## config.mk

```make
export PLATFORM = sky130hd
export DESIGN_NAME = cordic_issue_sequencer
export DESIGN_NICKNAME = d
export VERILOG_FILES = /design/src/rtl/cordic_issue_sequencer.sv
export SDC_FILE = /design/constraint.sdc
export NUM_CORES = 1
export LEC_CHECK = 0
export CELL_PAD_IN_SITES_DETAIL_PLACEMENT = 1
export CELL_PAD_IN_SITES_GLOBAL_PLACEMENT = 1
export CORE_MARGIN = 2
export CORE_UTILIZATION = 38
export CTS_CLUSTER_DIAMETER = 60
export DETAILED_ROUTE_END_ITERATION = 8
export PLACE_DENSITY_LB_ADDON = 0.1
export SETUP_SLACK_MARGIN = 0.4
export SLEW_MARGIN = 20
export SYNTH_ARGS = -nofsm -noshare
export SYNTH_HDL_FRONTEND = slang
export SYNTH_SLANG_ARGS = --single-unit
```

## constraint.sdc

```tcl
create_clock -name clk -period 2.4 [get_ports clk]
set_input_delay 0.48 -clock clk [delete_from_list [all_inputs] [get_ports clk]]
set_output_delay 0.48 -clock clk [all_outputs]
set_load 0.005 [all_outputs]
```

## src/rtl/cordic_issue_sequencer.sv

```systemverilog
// Burst issue sequencer for an external CORDIC pipeline: feeds a burst of packed operands one per
// enabled cycle and gathers returned results/squared values in arrival order, with stall timeout.
module cordic_issue_sequencer #(
    parameter int unsigned NUM_OPERANDS      = 2,
    parameter int unsigned CORDIC_DATA_WIDTH = 22,
    parameter int unsigned FLOAT_DATA_WIDTH  = 32,
    parameter int unsigned TIMEOUT_CYCLES    = 64,
    parameter logic [CORDIC_DATA_WIDTH-1:0] DEFAULT_INPUT = '0
) (
    input  logic                                          clk,
    input  logic                                          rst,
    input  logic                                          clk_en,
    input  logic                                          start,
    input  logic [NUM_OPERANDS*CORDIC_DATA_WIDTH-1:0]     operands,
    output logic                                          busy,
    output logic [CORDIC_DATA_WIDTH-1:0]                  pipe_target,
    output logic                                          pipe_start,
    input  logic [CORDIC_DATA_WIDTH-1:0]                  pipe_result,
    input  logic [FLOAT_DATA_WIDTH-1:0]                   pipe_squared,
    input  logic                                          pipe_valid,
    output logic [NUM_OPERANDS*CORDIC_DATA_WIDTH-1:0]     results,
    output logic [NUM_OPERANDS*FLOAT_DATA_WIDTH-1:0]      squared,
    output logic                                          done,
    output logic                                          timeout_err
);

    localparam int unsigned N     = NUM_OPERANDS;
    localparam int unsigned W     = CORDIC_DATA_WIDTH;
    localparam int unsigned FW    = FLOAT_DATA_WIDTH;
    localparam int unsigned IDX_W = $clog2(NUM_OPERANDS + 1);
    localparam int unsigned TO_W  = $clog2(TIMEOUT_CYCLES + 1);

    localparam logic [IDX_W-1:0] LAST_IDX = IDX_W'(NUM_OPERANDS - 1);
    localparam logic [IDX_W-1:0] FULL_IDX = IDX_W'(NUM_OPERANDS);
    localparam logic [TO_W-1:0]  TO_LIMIT = TO_W'(TIMEOUT_CYCLES);

    typedef enum logic [1:0] {StIdle, StIssue, StCollect, StDone} state_t;

    state_t             state;
    logic [N*W-1:0]     shadow;
    logic [IDX_W-1:0]   issue_idx;
    logic [IDX_W-1:0]   collect_idx;
    logic [TO_W-1:0]    to_cnt;

    logic [W-1:0]       issue_operand;
    logic [IDX_W-1:0]   collect_next;
    logic [TO_W-1:0]    to_next;
    logic               collect_fire;

    always_comb begin
        issue_operand = DEFAULT_INPUT;
        for (int i = 0; i < N; i++) begin
            if (issue_idx == IDX_W'(i)) begin
                issue_operand = shadow[i*W +: W];
            end
        end
    end

    assign collect_next = collect_idx + 1'b1;
    assign to_next      = to_cnt + 1'b1;
    assign collect_fire = pipe_valid && ((state == StIssue) || (state == StCollect));

    always_ff @(posedge clk or negedge rst) begin
        if (!rst) begin
            state       <= StIdle;
            shadow      <= '0;
            issue_idx   <= '0;
            collect_idx <= '0;
            to_cnt      <= '0;
            busy        <= 1'b0;
            pipe_start  <= 1'b0;
            pipe_target <= DEFAULT_INPUT;
            results     <= '0;
            squared     <= '0;
            done        <= 1'b0;
            timeout_err <= 1'b0;
        end else if (clk_en) begin
            done <= 1'b0;
            unique case (state)
                StIdle: begin
                    pipe_start  <= 1'b0;
                    pipe_target <= DEFAULT_INPUT;
                    if (start) begin
                        shadow      <= operands;
                        issue_idx   <= '0;
                        collect_idx <= '0;
                        to_cnt      <= '0;
                        timeout_err <= 1'b0;
                        busy        <= 1'b1;
                        state       <= StIssue;
                    end
                end
                StIssue: begin
                    pipe_start  <= 1'b1;
                    pipe_target <= issue_operand;
                    issue_idx   <= issue_idx + 1'b1;
                    if (issue_idx == LAST_IDX) begin
                        state <= StCollect;
                    end
                end
                StCollect: begin
                    pipe_start  <= 1'b0;
                    pipe_target <= DEFAULT_INPUT;
                    if (pipe_valid) begin
                        to_cnt <= '0;
                    end else if (to_next == TO_LIMIT) begin
                        // Stalled pipeline: abandon the burst, keep whatever was collected.
                        to_cnt      <= to_next;
                        timeout_err <= 1'b1;
                        busy        <= 1'b0;
                        state       <= StIdle;
                    end else begin
                        to_cnt <= to_next;
                    end
                end
                StDone: begin
                    pipe_start  <= 1'b0;
                    pipe_target <= DEFAULT_INPUT;
                    busy        <= 1'b0;
                    state       <= StIdle;
                end
                default: state <= StIdle;
            endcase

            // Collection overrides the state update above, so the last result ends the burst
            // even if it lands while still issuing.
            if (collect_fire) begin
                for (int i = 0; i < N; i++) begin
                    if (collect_idx == IDX_W'(i)) begin
                        results[i*W +: W]   <= pipe_result;
                        squared[i*FW +: FW] <= pipe_squared;
                    end
                end
                collect_idx <= collect_next;
                if (collect_next == FULL_IDX) begin
                    state <= StDone;
                    done  <= 1'b1;
                    busy  <= 1'b0;
                end
            end
        end
    end

endmodule

```

Word level (Yosys, flattened, before mapping)
Index checks and enable logic that the tools add are counted.
{"block": "totals", "out_inout_bits": 134, "register_bits": 191, "in_bits": 103, "wordCells": 74}
{"block": "classes", "n_reduce_logical": 17, "add_sub_neg": 3, "eq_ne": 10, "mux": 30}
{"op": "2-to-1 mux 22 bit", "n": 2}
{"op": "one-hot mux 22 bit (2 select lines)", "n": 1}
{"op": "2-to-1 mux 2 bit", "n": 9}
{"op": "AND reduction 3 bit", "n": 6}
{"op": "2-to-1 mux 7 bit", "n": 2}
{"op": "one-hot mux 7 bit (2 select lines)", "n": 1}
{"op": "2-to-1 mux 1 bit", "n": 10}
{"op": "one-hot mux 2 bit (4 select lines)", "n": 1}
{"op": "nonzero test 2 bit", "n": 4}
{"op": "adder 7 x 1 -> 7 bit (second input constant)", "n": 1}
{"op": "== test 7 bit (second input constant)", "n": 1}
{"op": "== test 2 x 1 -> 1 bit (second input constant)", "n": 3}
{"op": "== test 2 bit (second input constant)", "n": 3}
{"op": "zero test 2 bit", "n": 3}
{"op": "AND reduction 5 bit", "n": 1}
{"op": "adder 2 x 1 -> 2 bit (second input constant)", "n": 2}
{"op": "!= test 2 bit (second input constant)", "n": 2}
{"op": "one-hot mux 1 bit (2 select lines)", "n": 2}
{"op": "one-hot mux 2 bit (2 select lines)", "n": 1}
{"op": "one-hot mux 1 bit (3 select lines)", "n": 1}
{"op": "OR reduction 3 bit", "n": 1}
{"op": "!= test 2 x 1 -> 1 bit (second input constant)", "n": 1}
{"op": "logical AND 1 bit", "n": 1}
{"op": "logical OR 1 bit", "n": 1}

Depth between registers and ports, before layout
Gate-level depths: netlist (run 1).
{"block": "depth", "word_depth": 7, "depth_mapped": 7, "mapped_depth_nobuf": 6}

Least setup slack after synthesis (run 1)
Ideal clock, no wire load.
{"block": "synth_path", "path_type": "reg-to-reg", "from": "reg state[1]", "to": "reg results[0]", "setup_time_ns": 0.125, "required_time_ns": 2.275, "n_path_buf": 2, "stages_incl_launch_ff": 8, "period_less_slack_ns": 1.762, "setup_slack_ns": 0.638, "arrival_ns": 1.636, "cell_sequence": "dfrtp_1 inv_1 ha_1 and3_1 buf_2 nand2_4 buf_6 mux2_4"}
{"block": "synth_via", "elab_chain_len": 4, "word_cells_on_any_way": 5, "classes_between": "2 x eq/ne; 3 x reduce/logical"}
{"element": "start: declaration", "line": "39", "source": "state_t state;"}
{"element": "start signal: assignment", "line": "65", "source": "state <= StIdle;"}
{"element": "start signal: assignment", "line": "90", "source": "state <= StIssue;"}
{"element": "start signal: assignment", "line": "98", "source": "state <= StCollect;"}
{"element": "== test 2 x 1 -> 1 bit / == test 2 bit (equally long branches)", "line": "61", "source": "assign collect_fire = pipe_valid && ((state == StIssue) || (state == StCollect));"}
{"element": "logical OR 1 bit (*)", "line": "61"}
{"element": "logical AND 1 bit (*)", "line": "61"}
{"element": "AND reduction 3 bit (no line) (*)"}
{"element": "end signal: indexed assignment", "line": "130", "source": "results[i*W +: W] <= pipe_result;"}
{"element": "end: declaration", "line": "21", "source": "output logic [NUM_OPERANDS*CORDIC_DATA_WIDTH-1:0] results,"}
Every way passes the cells marked *; elsewhere a longest branch is shown, timed or not.
A chain may end at the register's enable or synchronous reset.

Final worst setup path (run 1)
{"block": "layout_path", "from": "reg state[0]", "to": "reg results[24]"}
Same word-level chain as after synthesis.

==> key figures, run 1 <==
Run status
  – Outcome: complete, no violations

Power
  – Tot Pwr: 14.8 mW
  – Static Leakage: 5.31 nW
  – VDD IR max: 524 uV
  – Pwr dens: 1280 mW/mm^2

Setup path
  – Crit end category: flop
  – Setup crit start kind: flop
  – Worst-path fanout max: 19
  – Critical path class: reg -> reg
  – Req. time, crit path: 2.73 ns
  – WP data arrival: 2.19 ns

Timing
  – Final setup fails: 0
  – Max Fclk: 0.536 GHz
  – Post-layout minimum cycle time: 1.87 ns
  – Slew Viols, Final: 0
  – Final period utilization: 77.8%
  – Final Hold Fails: 0
  – Final setup TNS: 0 ns
  – Worst Tran Pin Value: 0.662 ns
  – Setup ws final: 0.534 ns
  – Fin Clk Skew: 0.0134 ns
  – RSZ-0062 raised after global routing: false
  – Relative max-transition margin: 55.8%

GRT
  – Vias in the first global route: 6080
  – All-Layer GR Usage: 19.7%
  – Largest net degree at the start of global routing: 58
  – First-pass GRT wire length: 34.1 mm
  – Grt ovf: 0
  – Initial antenna violation count: 1

Die
  – Initial Utilization: 38.8%
  – IO Count: 237
  – Chip width: 151 microns
  – Row cnt: 53
  – Die Y: 151 microns
  – Die Footprint: 0.0227 sq mm
  – Placeable Area: 0.0210 sq mm

Clocking
  – Clock Sink Count: 191
  – Deepest clock path buffer count: 2
  – CTS clk-pin slew, worst paths: 0.08 ns
  – CTS Hold Bufs: 0
  – H-tree Lvls: 4
  – Clk Latency, worst-skew pair: 0.44 ns
  – Root Driver: clkbuf_16
  – TritonCTS clock tree: yes
  – TritonCTS Buffers: 17

Layout
  – Share of layout cells above drive strength 1: 25.7%
  – Synthesis-to-layout area growth: 41.7%
  – Most common cell after layout, fill and taps aside: clkdlybuf4s50_1
  – Fin util: 55.0%
  – FF/Latch Area: 0.00478 sq mm
  – Most frequent cells in the layout: clkdlybuf4s50_1 (235), dfrtp_1 (191), mux2_4 (100), mux2_2 (52), nand2_1 (34)
  – Multi-input gate area: 0.00309 sq mm
  – Filler cells: 2093
  – Post-route cell area: 0.0116 sq mm
  – Diodes inserted: 0
  – Post-layout nets: 936

Logic synthesis
  – Post-synth EDFFs: 0
  – Area share of the largest cell type after synthesis: 58.6%
  – Synth Net Count: 685
  – Synth Flop Type: dfrtp_1
  – Fraction of registers with async set/reset: 100%
  – Count of cell types in the netlist: 41
  – Ys Warns: 0
  – Mapped cell area: 0.00816 sq mm
  – Avg Cell Area, Syn: 14.2 sq um
  – Seq/Total Area, Yosys: 58.6%
  – Synth area leader: dfrtp_1
  – Top cells by area, synth: dfrtp_1 (59%), mux2_4 (18%), mux2_2 (7.2%), o22ai_1 (1.7%), nand2_1 (1.6%)
  – Seq cells post-synth: 191
  – Cells after synthesis: 573

Place
  – Post-Place Worst Slack: 0.130 ns
  – Final HPWL DP: 15.5 mm
  – Final weighted congestion in routability-driven placement: 0.853
  – Post-DP Area: 0.0109 sq mm
  – Port buffer count: 236

Flow run
  – Max Cap Viol: 0

Min path
  – Worst Hold Class: in -> async

Route
  – Vias per cell: 4.91
  – WL per Instance: 19.6 microns
  – DR vias: 5463
  – Pre-antenna DRT Iters: 4
  – DR DRC count: 0
  – DR iter-0 viols: 110
  – Final ANT Viol Nets: 0
  – Overall routed net length: 21.8 mm
[cell type report]
type	instances	area share (%)
Tap cell	275	2.98
Inverter	33	1.07
Multi-Input combinational cell	321	26.7
Timing Repair Buffer	260	23.1
Clock buffer	18	3.80
Clock inverter	14	1.04
Sequential cell	191	41.3
[critical path, stage by stage (launching register included)]
cell	delay [ns]
dfrtp_1	0.41
inv_1	0.08
ha_1	0.33
and3_4	0.20
nand2_4	0.16
buf_12	0.21
mux2_2	0.35
[cells by family after synthesis]
| logic type | after synthesis | share of synthesized area, % |
|---|---|---|
| buffers and inverters | 61 | 3.82 |
| DFF | 191 | 58.6 |
| adders and majority gates | 9 | 1.38 |
| AOI/OAI and AO/OA | 72 | 5.37 |
| muxes | 154 | 25.8 |
| and+or+nand+nor | 84 | 4.81 |
| xor gates and xnor gates | 2 | 0.215 |
[sequential cells by signal, summed over array words and instances, names as in the netlist, 2 cells and up]
register / cells
results: 44
squared: 64
collect_idx: 2
shadow: 44
pipe_target: 22
to_cnt: 7
issue_idx: 2
state: 2
[per-stage QoR]
stage	hold slack, ns	cells
2_1_floorplan	0.184	573
3_3_place_gp	0.485	1078
3_5_place_dp	0.486	1078
4_1_cts	0.0161	1110
5_1_grt	0.0201	1112
6_report	0.00534	1112
[synthesized netlist by cell type, drive strengths merged, types with 3 or more instances]
cell type	number
nand2	37
o2bb2ai	3
nor2b	4
a21oi	22
buf	19
mux2	153
o21ai	12
inv	33
clkbuf	9
dfrtp	191
a22oi	3
ha	9
nand3	9
nor2	25
o22ai	22
[report_power, final]
group	leakage [nW]	switching, mW	internal, mW	total [mW]
sequential	2.35	0.913	4.75	5.66
clock	0.274	1.34	1.39	2.73
combinational	2.69	2.23	4.18	6.41
[final timing paths]
check | start | endpoint | slack, ns | depth (start not counted)
max | state[0]$_DFFE_PN0P_ | results[24]$_DFFE_PN0P_ | 0.53 | 6
min | rst | shadow[26]$_DFFE_PN0P_ | 0.005 | 1
max reg2reg | state[0]$_DFFE_PN0P_ | results[24]$_DFFE_PN0P_ | 0.53 | 6
min reg2reg | shadow[9]$_DFFE_PN0P_ | shadow[9]$_DFFE_PN0P_ | 0.51 | 1
max in group asynchronous | rst | squared[2]$_DFFE_PN0P_ | 1.63 | 2
min in group clk | shadow[9]$_DFFE_PN0P_ | shadow[9]$_DFFE_PN0P_ | 0.51 | 1
[metal layers]
layer	GRT usage [%]	routed length (microns)	vias to the layer above
li1	-	-	2488
met1	24.8	9360	2795
met2	32.5	10700	154
met3	5.97	1350	24
met4	6.08	327	2
met5	0	7	-
[timing repair]
item                       4_1_cts  5_1_grt
setup endpoints to repair       46       87
pin swaps                        1        0
hold endpoints to repair         0        0
gates cloned                     0        1
setup buffers                    0        1
resized for setup                2        4
Note: power is estimated with default switching activity, not from simulation.
==> run 2, diff against run 1 <==
- clock period: 2.4 -> 1.72 ns (I/O delays scaled with it)
==> key figures, run 2 (synthesized netlist as in run 1, its figures left out) <==
Run status
  – Outcome: finished, violations left
  – Failing checks: negative setup slack

Power
  – Switching Share: 32.4%
  – Static Leakage: 6.58 nW
  – Pint: 16.1 mW
  – Combinational share of power: 48.9%
  – Clock group share of total power: 17.8%
  – VDD IR max: 701 uV
  – Net Sw Power: 7.74 mW
  – Sequential group share of total power: 33.3%
  – Tot Pwr: 23.9 mW
  – Pwr dens: 1840 mW/mm^2

Setup path
  – Worst-path fanout max: 7
  – Setup crit start kind: flop
  – Req. time, crit path: 2.04 ns
  – Worst Reg2Reg Path Length in Cells: 7
  – Crit end category: flop
  – R2r setup slk: -0.04 ns
  – Critical path class: reg -> reg
  – Reg2reg end: squared[41]$_DFFE_PN0P_
  – R2r startpoint: state[1]$_DFFE_PN0P_
  – Worst Setup SP: state[1]$_DFFE_PN0P_
  – WP data arrival: 2.08 ns

Clocking
  – H-tree Lvls: 4
  – TritonCTS clock tree: yes
  – Root Driver: clkbuf_16
  – TritonCTS Buffers: 17
  – CTS clk-pin slew, worst paths: 0.08 ns
  – Clock Sink Count: 191
  – Deepest clock path buffer count: 2
  – Clk Latency, worst-skew pair: 0.44 ns

GRT
  – First-pass GRT wire length: 37.6 mm
  – Vias in the first global route: 6741
  – All-Layer GR Usage: 21.7%
  – Initial antenna violation count: 1
  – Largest net degree at the start of global routing: 48
  – Grt ovf: 0

Flow run
  – Max Cap Viol: 0

Place
  – Final HPWL DP: 16.3 mm
  – Final weighted congestion in routability-driven placement: 0.779
  – Port buffer count: 236
  – Post-Place Worst Slack: -0.249 ns
  – Post-DP Area: 0.0113 sq mm
  – Cell total after placement: 1097

Timing
  – Slew Viols, Final: 0
  – Hold Slack: 0.416 ns
  – RSZ-0062 raised after global routing: true
  – Setup ws final: -0.0389 ns
  – Max Fclk: 0.569 GHz
  – Final setup fails: 81
  – Final setup TNS: -1.29 ns
  – Worst Tran Pin Value: 0.424 ns
  – Post-layout minimum cycle time: 1.76 ns
  – Relative max-transition margin: 71.8%
  – Final Hold Fails: 0
  – Final period utilization: 102%
  – Fin Clk Skew: 0.0108 ns

Layout
  – Diodes inserted: 0
  – Post-route cell area: 0.0130 sq mm
  – Largest registers: squared x64, results x44, shadow x44
  – Share of layout cells above drive strength 1: 55.7%
  – Post-layout nets: 1109
  – Max reg flops: 64
  – Largest reg by FF count: squared
  – Synthesis-to-layout area growth: 58.7%
  – Most frequent cells in the layout: dfrtp_1 (189), buf_4 (159), mux2_4 (132), buf_2 (120), clkdlybuf4s50_1 (101)
  – Fin util: 61.6%
  – Most common cell after layout, fill and taps aside: dfrtp_1
  – Fin cells: 1285

Route
  – WL per Instance: 21.1 microns
  – Pre-antenna DRT Iters: 4
  – DR vias: 6277
  – Final ANT Viol Nets: 0
  – Vias per cell: 4.88
  – DR DRC count: 0
  – DR iter-0 viols: 177
  – Overall routed net length: 27.1 mm

Die
  – Row cnt: 53
  – Initial Utilization: 38.8%
  – Die Footprint: 0.0227 sq mm
  – IO Count: 237
  – Chip width: 151 microns
  – Die Y: 151 microns
  – Placeable Area: 0.0210 sq mm

Min path
  – Worst Hold Class: in -> async
run 2: power by group through the flow:
stage	logic, mW	registers (mW)	clock network (mW)
global placement	9.21	7.87	0
finish	11.7	7.94	4.26
floorplan	4.71	7.85	0
detailed placement	9.47	8.02	0
CTS	9.99	7.83	4.32
global route	12.5	8.16	4.51
run 2: layout make-up:
class	count	area [sq um]
Clock buffer	18	439
Clock inverter	14	193
Fill cell	2090	8070
Inverter	33	126
Multi-Input combinational cell	323	3530
Sequential cell	191	4780
Tap cell	275	344
Timing Repair Buffer	431	3540
run 2: worst max-delay path by stage:
stage | end | slack [ns]
2_1_floorplan | results[26]$_DFFE_PN0P_ | 0.06
3_3_place_gp | squared[0]$_DFFE_PN0P_ | -0.20
3_5_place_dp | shadow[36]$_DFFE_PN0P_ | -0.25
4_1_cts | results[24]$_DFFE_PN0P_ | -0.01
5_1_grt | squared[41]$_DFFE_PN0P_ | -0.06
6_report | squared[41]$_DFFE_PN0P_ | -0.04
run 2: what timing repair did:
item,4_1_cts,5_1_grt
cloned,1,6
setup buffers,83,65
setup endpoints to repair,323,313
pin swaps,17,12
hold buffers,1,0
hold endpoints to repair,42,0
resized for setup,581,52
run 2: layer usage:
metal  share of wire [%]  wire length [microns]  track usage, %  up-vias
li1                    -                      -               -     2837
met1                  40                  10900            26.3     3242
met2                  53                  14500            38.9      161
met3                 4.5                   1230            4.67       35
met4                 1.8                    495            6.42        2
met5               0.048                     13               0        -
run 2: critical path, stage by stage, from the launching register on:
cell	delay [ns]
dfrtp_1	0.38
inv_2	0.06
ha_4	0.26
and3_4	0.18
buf_12	0.15
nand2_8	0.10
clkbuf_16	0.20
mux2_4	0.30
